==> src/rtl/pipelined_adder.sv <==
// pipelined_adder: a WIDTH-bit adder/subtractor split into STAGES = WIDTH/CHUNK pipeline
// stages. Each stage adds one CHUNK-wide slice and passes its carry to the next stage.
//
// Ports
//   clk        rising-edge clock
//   rst_n      asynchronous active-low reset
//   in_valid   operand set a/b/cin/sub is presented
//   in_ready   block can accept an operand set (low only while the output stage is stalled)
//   a, b       WIDTH-bit unsigned operands
//   cin        carry-in, used only in add mode
//   sub        0 = a + b + cin, 1 = a - b (a + ~b + 1)
//   out_valid  sum/ovf hold a valid result
//   out_ready  consumer takes the result this cycle
//   sum        {carry-out, WIDTH-bit result}; in subtract mode sum[WIDTH]=1 means no borrow
//   ovf        two's-complement overflow of the WIDTH-bit result
//   busy       at least one stage holds a valid transaction
//
// WIDTH must be a multiple of CHUNK, and CHUNK must be at least 1.
module pipelined_adder #(
   parameter int unsigned WIDTH = 16,
   parameter int unsigned CHUNK = 4
) (
   input  logic             clk,
   input  logic             rst_n,
   input  logic             in_valid,
   output logic             in_ready,
   input  logic [WIDTH-1:0] a,
   input  logic [WIDTH-1:0] b,
   input  logic             cin,
   input  logic             sub,
   output logic             out_valid,
   input  logic             out_ready,
   output logic [WIDTH:0]   sum,
   output logic             ovf,
   output logic             busy
);

   localparam int unsigned STAGES = WIDTH / CHUNK;

   // Per-stage state. Operands travel in full so the final stage still has the operand MSBs
   // for the overflow rule; slices already consumed are left for synthesis to trim.
   logic [STAGES-1:0] r_vld;
   logic [WIDTH-1:0]  r_opa [STAGES];
   logic [WIDTH-1:0]  r_opb [STAGES];  // b after the subtract-mode inversion
   logic [WIDTH-1:0]  r_res [STAGES];  // result slices produced so far
   logic              r_cy  [STAGES];  // carry out of this stage's slice
   logic              r_armed;

   logic             w_stall;
   logic             w_adv;
   logic             w_take;
   logic [WIDTH-1:0] w_opb;
   logic             w_cin0;
   logic [CHUNK:0]   w_csum  [STAGES];
   logic [WIDTH-1:0] w_nxt_a [STAGES];
   logic [WIDTH-1:0] w_nxt_b [STAGES];
   logic [WIDTH-1:0] w_nxt_r [STAGES];
   logic             w_nxt_c [STAGES];

   // The whole pipeline moves as one; only a full output stage that is not taken blocks it.
   assign w_stall = r_vld[STAGES-1] & ~out_ready;
   assign w_adv   = ~w_stall;
   assign in_ready = ~w_stall;

   // r_armed is clear until the first edge after reset release, so that edge never accepts.
   assign w_take = in_valid & r_armed;

   always_comb begin
      w_opb  = sub ? ~b : b;
      w_cin0 = sub ? 1'b1 : cin;

      for (int k = 0; k < int'(STAGES); k++) begin
         w_csum[k]  = '0;
         w_nxt_a[k] = '0;
         w_nxt_b[k] = '0;
         w_nxt_r[k] = '0;
         w_nxt_c[k] = 1'b0;
      end

      // Stage 0 works straight from the ports.
      w_csum[0]  = {1'b0, a[CHUNK-1:0]} + {1'b0, w_opb[CHUNK-1:0]} + {{CHUNK{1'b0}}, w_cin0};
      w_nxt_a[0] = a;
      w_nxt_b[0] = w_opb;
      w_nxt_r[0][CHUNK-1:0] = w_csum[0][CHUNK-1:0];
      w_nxt_c[0] = w_csum[0][CHUNK];

      // Stage k adds its slice of the delayed operands plus the registered carry of stage k-1.
      for (int k = 1; k < int'(STAGES); k++) begin
         w_csum[k] = {1'b0, r_opa[k-1][k*CHUNK +: CHUNK]}
                   + {1'b0, r_opb[k-1][k*CHUNK +: CHUNK]}
                   + {{CHUNK{1'b0}}, r_cy[k-1]};
         w_nxt_a[k] = r_opa[k-1];
         w_nxt_b[k] = r_opb[k-1];
         w_nxt_r[k] = r_res[k-1];
         w_nxt_r[k][k*CHUNK +: CHUNK] = w_csum[k][CHUNK-1:0];
         w_nxt_c[k] = w_csum[k][CHUNK];
      end
   end

   always_ff @(posedge clk or negedge rst_n) begin
      if (!rst_n) begin
         r_armed <= 1'b0;
         r_vld   <= '0;
         for (int k = 0; k < int'(STAGES); k++) begin
            r_opa[k] <= '0;
            r_opb[k] <= '0;
            r_res[k] <= '0;
            r_cy[k]  <= 1'b0;
         end
      end else begin
         r_armed <= 1'b1;
         if (w_adv) begin
            r_vld[0] <= w_take;
            for (int k = 1; k < int'(STAGES); k++) begin
               r_vld[k] <= r_vld[k-1];
            end
            // Data loads only behind a valid entry, so bubbles never disturb sum/ovf.
            if (w_take) begin
               r_opa[0] <= w_nxt_a[0];
               r_opb[0] <= w_nxt_b[0];
               r_res[0] <= w_nxt_r[0];
               r_cy[0]  <= w_nxt_c[0];
            end
            for (int k = 1; k < int'(STAGES); k++) begin
               if (r_vld[k-1]) begin
                  r_opa[k] <= w_nxt_a[k];
                  r_opb[k] <= w_nxt_b[k];
                  r_res[k] <= w_nxt_r[k];
                  r_cy[k]  <= w_nxt_c[k];
               end
            end
         end
      end
   end

   assign out_valid = r_vld[STAGES-1];
   assign busy      = |r_vld;
   assign sum       = {r_cy[STAGES-1], r_res[STAGES-1]};
   // Overflow: operand MSBs agree but the result MSB does not.
   assign ovf = (r_opa[STAGES-1][WIDTH-1] == r_opb[STAGES-1][WIDTH-1])
              & (r_res[STAGES-1][WIDTH-1] != r_opa[STAGES-1][WIDTH-1]);

endmodule

==> config.mk <==
export PLATFORM = sky130hd
export DESIGN_NAME = pipelined_adder
export DESIGN_NICKNAME = d
export VERILOG_FILES = /design/src/rtl/pipelined_adder.sv
export SDC_FILE = /design/constraint.sdc
export NUM_CORES = 1
export LEC_CHECK = 0
export BUFFER_PORTS_ARGS = -buffer_cell sky130_fd_sc_hd__buf_2
export CORE_ASPECT_RATIO = 2
export CORE_MARGIN = 3
export CORE_UTILIZATION = 60
export CTS_BUF_LIST = sky130_fd_sc_hd__clkbuf_8
export DETAILED_ROUTE_END_ITERATION = 8
export PLACE_DENSITY = 0.85
export SYNTH_ARGS = -nofsm -noshare
export SYNTH_HDL_FRONTEND = slang
export SYNTH_SLANG_ARGS = --single-unit
export TNS_END_PERCENT = 20
==> constraint.sdc <==
create_clock -name clk -period 2.9 [get_ports clk]
set_input_delay 0.29 -clock clk [delete_from_list [all_inputs] [get_ports clk]]
set_output_delay 0.29 -clock clk [all_outputs]
set_load 0.02 [all_outputs]
* Word level (Yosys, flattened, before mapping)
Index checks and enable logic that the tools add are counted.
** Word-level totals
- Bits of input ports :: 38
- Register bits after elaboration :: 177
** Operators by class
- Reduce and logical (&&, ||, !) cells :: 5
- Bitwise logic cells :: 6
- Muxes and demuxes :: 2
- Add/subtract/negate cells :: 8
- Eq/ne operators :: 2
** Operators with widths (number)
- $add 4x4->5 :: 4
- $add 5x1->5 :: 4
- $mux 16 :: 1
- $not 16->16 :: 1
- $reduce_and 2->1 :: 4
- $reduce_or 4->1 :: 1
- $and 1x1->1 :: 3
- $not 1->1 :: 2
- $eq 1x1->1 :: 1
- $mux 1 :: 1
- $ne 1x1->1 :: 1

* Logic depth before layout (Yosys ltp)
- Word-level depth :: 4
- Gate-level depth with buffers :: 8

* Worst setup path after synthesis
Ideal clock, no wire load.
- Path kind :: input-to-reg
- Start :: input sub
- End :: register r_cy[3] in the netlist's numbering
- Arrival :: 2.347 ns
- Path slack :: 0.415 ns
- Path buffers :: 2
- Stages on the path :: 8
- Data required time :: 2.762 ns
- Path through :: buf_2 buf_4 or2_2 fa_1 fa_1 a21o_1 a2111oi_0 a21oi_1
** Between the ends
- Cells in the longest elaborated chain, start to end :: 3
- Elaborated cells between the ends (all ways) :: 4
- Those cells by class :: 2 x add/sub; 2 x mux
** RTL lines
- start: declaration :: line 30 : input logic sub,
- $mux 16 :: line 69 : w_opb = sub ? ~b : b;
- $add 4x4->5 :: line 81 : w_csum[0] = {1'b0, a[CHUNK-1:0]} + {1'b0, w_opb[CHUNK-1:0]} + {{CHUNK{1'b0}}, w_cin0};
- $add 5x1->5 * :: line 81
- end signal: indexed assignment :: line 129 : r_cy[k] <= w_nxt_c[k];
- end: declaration :: line 46 : logic r_cy [STAGES];
Every way passes the cells marked *; elsewhere a longest branch is shown, timed or not.
A chain may end at the register's enable or synchronous reset.

* Final worst setup path
Same ends and word-level chain as after synthesis.

==> implementation parameters <==
Parameter                              Value

Run
  Number of max-cap violations    0

Power and ir drop
  Final Total Pwr    5100 uW
  Static Leakage    0.00236 uW
  Total power divided by cell area    1020 nW/um^2
  Worst supply voltage drop on vdd    457 uV

Timing
  Final setup violation count    0
  Final worst setup slack    0.908 ns
  Period utilisation layout    0.687
  Highest Clock Rate    0.502 GHz
  Max-slew violation count    0
  Setup repair after global routing missed its margin    false
  Fin. Hold Viols    0
  Setup TNS    0 ns
  Final Skew    about 0.0061 ns
  Time the final worst path needs with I/O delays and setup    between 1.5 and 2 ns
  Slew at the pin closest to its max-slew limit    roughly 0.6 ns
  Remaining max-slew budget at the tightest pin    0.599

Layout
  Number of nets in the layout    between 400 and 500
  Diode count    0
  Fraction of layout instances using a drive strength above 1    0.388
  Growth of design area from synthesis to finish    8.29%
  Post-route standard cell area excluding fillers    5000 um^2

Critical path
  Worst reg2reg path endpoint    sum[16]$_DFFE_PN0P_
  Slack of the worst reg-to-reg path    1.08 ns
  Crit path launch type    input pin
  Worst r2r src    r_opa[28]$_DFFE_PN0P_
  Cell with the largest stage delay on the worst path    sky130_fd_sc_hd__fa_1
  Data required time of the critical path    3.13 ns
  Worst Path Class, Setup    in2reg
  Buffers plus inverters on the worst setup path    1
  Crit path cell chain    buf_2 -> or2_2 -> fa_1 -> fa_1 -> a21o_1 -> a2111oi_0 -> a21oi_1
  Critical Path Max Stage Delay    between 0.4 and 0.5 ns
  Worst EP arrival    about 2.2 ns
  Largest delay share family, worst path    adder cells
  Depth of the most critical reg-to-reg path    5
  Kind of end point of the critical path    flip-flop
  Most common cell type on the critical path    sky130_fd_sc_hd__fa_1
  CP max FO    3

Clock tree
  H-tree levels    3
  Maximum clock path buffer count    2
  Clock-pin slew on the worst setup and hold paths    0.09 ns
  Clock net sink count    between 90 and 100
  Cell at the root of the clock tree    sky130_fd_sc_hd__clkbuf_8
  Clock latency reported for the late side of the worst-skew pair    0.36 ns
  Num CTS Buffers    9
  Number of setup buffers added after CTS    0
  CTS tree    done

Placed design
  Count of input and output buffers    58
  Placed inst area    4820 um^2
  RePlAce Congestion    0.788
  HPWL after detailed placement    6.15 mm
  Pre-CTS setup slack    0.527 ns

Synthesis
  Xor/xnor share of the synthesized area    0.0379
  Multiplexer share of the synthesized area    0.176
  Post-Synthesis Cells    346
  Net count of the mapped netlist    404
  Synth warnings    0
  Mean instance size in the synthesized netlist    13.3 um^2
  Register bit total from synthesis    slightly below 100
  Simple-gate area share of the yosys netlist    0.0387
  Post-Synth Adder-Cell Area    0.0672
  Cell area after synthesis    4620 um^2
  Synth Area in Compound Gates    0.0824
  Largest family of logic cells by synthesized area    multiplexers
  Post-synthesis cell type count    35
  Sequential cell area fraction in the yosys report    0.536

Detailed routing
  First-iteration detailed-routing DRC count    95
  Total number of vias    2641
  First-pass iteration count of the detailed router    4
  Remaining DRCs    0
  Detailed-route wire length per cell    16.4 um
  Via density    5.43
  Wire length after detailed routing    7.99 mm
  DRT antenna net count    0

Floorplanning
  Die width    68.0 um
  Floorplan core area    7380 um^2
  Number of standard-cell rows in the floorplan    44
  Full die area    8850 um^2
  Number of top-level pins    59
  Die boundary height    130 um
  Starting Density    0.626

Hold path
  Classification of the worst-slack hold path    in2reg
  Startpoint of the worst hold path    a[11]
  Worst Hold Path Cells    2
  Hold endpoint    r_opa[59]$_DFFE_PN0P_

Global route
  Global-route met1 utilization    0.232
  Pin count of the biggest net entering global routing    49
  Wire length of the first global-routing pass    13.6 mm
  Met2 track utilization from global routing    0.371
  Remaining global-route overflow    0
  Via count of the first global-routing pass    2864
  Global-route met3 utilization    0.0448
  Overall global routing resource usage    0.209
  Initial antenna violation count    0
  GRT Max-Usage Layer    met2

Run status
  Outcome    finished, final reports clean
[cells in the mapped netlist]
cell | n | area (um^2)
sky130_fd_sc_hd__dfrtp_1 | 99 | 2480
sky130_fd_sc_hd__mux2_2 | 51 | 574
sky130_fd_sc_hd__o21ai_0 | 45 | 225
sky130_fd_sc_hd__buf_4 | 20 | 150
sky130_fd_sc_hd__mux2_4 | 16 | 240
sky130_fd_sc_hd__a21oi_1 | 12 | 60.1
sky130_fd_sc_hd__ha_1 | 12 | 150
sky130_fd_sc_hd__xnor2_1 | 12 | 105
sky130_fd_sc_hd__inv_1 | 11 | 41.3
sky130_fd_sc_hd__fa_1 | 8 | 160
sky130_fd_sc_hd__xor2_1 | 8 | 70.1
sky130_fd_sc_hd__buf_6 | 5 | 56.3
sky130_fd_sc_hd__a21boi_0 | 4 | 30.0
sky130_fd_sc_hd__nand2_1 | 4 | 15.0
sky130_fd_sc_hd__nand3_1 | 4 | 20.0
sky130_fd_sc_hd__nor3_1 | 4 | 20.0
sky130_fd_sc_hd__and3b_1 | 3 | 26.3
sky130_fd_sc_hd__buf_2 | 3 | 15.0
sky130_fd_sc_hd__clkbuf_1 | 3 | 11.3
sky130_fd_sc_hd__o31ai_1 | 3 | 22.5
sky130_fd_sc_hd__a2111oi_0 | 2 | 17.5
sky130_fd_sc_hd__a21o_1 | 2 | 15.0
sky130_fd_sc_hd__nand2_2 | 2 | 12.5
sky130_fd_sc_hd__nor2b_1 | 2 | 12.5
sky130_fd_sc_hd__a311o_1 | 1 | 10.0
sky130_fd_sc_hd__and3_4 | 1 | 11.3
sky130_fd_sc_hd__conb_1 | 1 | 3.75
sky130_fd_sc_hd__inv_2 | 1 | 3.75
sky130_fd_sc_hd__nand2_4 | 1 | 11.3
sky130_fd_sc_hd__nand3b_1 | 1 | 7.51
sky130_fd_sc_hd__nor2_1 | 1 | 3.75
sky130_fd_sc_hd__nor2_4 | 1 | 11.3
sky130_fd_sc_hd__nor2b_4 | 1 | 13.8
sky130_fd_sc_hd__or2_2 | 1 | 6.26
sky130_fd_sc_hd__or4_1 | 1 | 7.51
[power breakdown]
group	internal, uW	switching [uW]	total, uW	leakage [uW]
Combinational	1020	973	2000	0.00107
Sequential	1970	365	2340	0.00120
Clock	308	454	762	0.0000852
[kinds of logic (layout without fill, tap and decap cells)]
kind of cell	count (synthesis)	after routing
buffers and inverters	43	91
adder cells (fa/ha/maj)	20	20
AO/OA/AOI/OAI	69	69
XOR/XNOR	20	20
other	1	1
flip-flops	99	99
multiplexers	67	67
AND/OR/NAND/NOR	27	27
[cell usage in the layout (no fill, tap or decap), types with 2 or more instances in the layout]
cell                         netlist  final
sky130_fd_sc_hd__dfrtp_1          99     99
sky130_fd_sc_hd__buf_2             3     57
sky130_fd_sc_hd__mux2_2           51     51
sky130_fd_sc_hd__o21ai_0          45     45
sky130_fd_sc_hd__mux2_4           16     16
sky130_fd_sc_hd__xnor2_1          12     12
sky130_fd_sc_hd__a21oi_1          12     12
sky130_fd_sc_hd__ha_1             12     12
sky130_fd_sc_hd__inv_1            11     11
sky130_fd_sc_hd__clkbuf_8          0      9
sky130_fd_sc_hd__xor2_1            8      8
sky130_fd_sc_hd__fa_1              8      8
sky130_fd_sc_hd__buf_4            20      5
sky130_fd_sc_hd__nand2_1           4      4
sky130_fd_sc_hd__nand3_1           4      4
sky130_fd_sc_hd__a21boi_0          4      4
sky130_fd_sc_hd__nor3_1            4      4
sky130_fd_sc_hd__clkinv_2          0      4
sky130_fd_sc_hd__and3b_1           3      3
sky130_fd_sc_hd__o31ai_1           3      3
sky130_fd_sc_hd__nand2_2           2      2
sky130_fd_sc_hd__a21o_1            2      2
sky130_fd_sc_hd__a2111oi_0         2      2
sky130_fd_sc_hd__nor2b_1           2      2
sky130_fd_sc_hd__clkinvlp_4        0      2
[per-stage QoR]
| step | cells | hold slack [ns] | utilization |
|---|---|---|---|
| after floorplan | 346 | -0.00559 | - |
| after global placement | 469 | 0.318 | 0.654 |
| after detailed placement | 469 | 0.329 | 0.654 |
| after CTS | 486 | 0.141 | 0.678 |
| after global routing | 486 | 0.140 | 0.678 |
| final | 486 | 0.156 | 0.678 |
[worst max-delay path by stage]
stage / slack [ns] / cells past startpoint / from / endpoint
2_1_floorplan: 0.42 / 8 / sub / r_cy[3]$_DFFE_PN0P_
3_3_place_gp: 0.57 / 7 / sub / r_cy[3]$_DFFE_PN0P_
3_5_place_dp: 0.53 / 7 / sub / r_cy[3]$_DFFE_PN0P_
4_1_cts: 0.91 / 7 / sub / r_cy[3]$_DFFE_PN0P_
5_1_grt: 0.83 / 7 / sub / r_cy[3]$_DFFE_PN0P_
6_report: 0.91 / 7 / sub / r_cy[3]$_DFFE_PN0P_
[cell type report]
class | instances | area, um^2
Clock inverter | 7 | 43.8
Inverter | 12 | 45.0
Timing Repair Buffer | 63 | 333
Fill cell | 572 | 2380
Clock buffer | 9 | 124
Multi-Input combinational cell | 204 | 1860
Tap cell | 92 | 115
Sequential cell | 99 | 2480
[state kept, by name, indices dropped and copies added (netlist names)]
signal,cells
r_opa,25
r_opb,25
r_vld,4
r_cy,3
r_armed,1
r_res,24
sum,17
[per-layer routing]
layer  share of wire  up-vias
met2            0.55       48
met4           0.027        0
met5               0        -
met1            0.38     1308
met3           0.036       16
li1                -     1269
[repair_timing]
item,in CTS,in global routing
hold buffers,1,0
gates resized for setup,0,0
endpoints found under the hold margin,46,0
No activity file was read; power rests on OpenSTA's default activity.
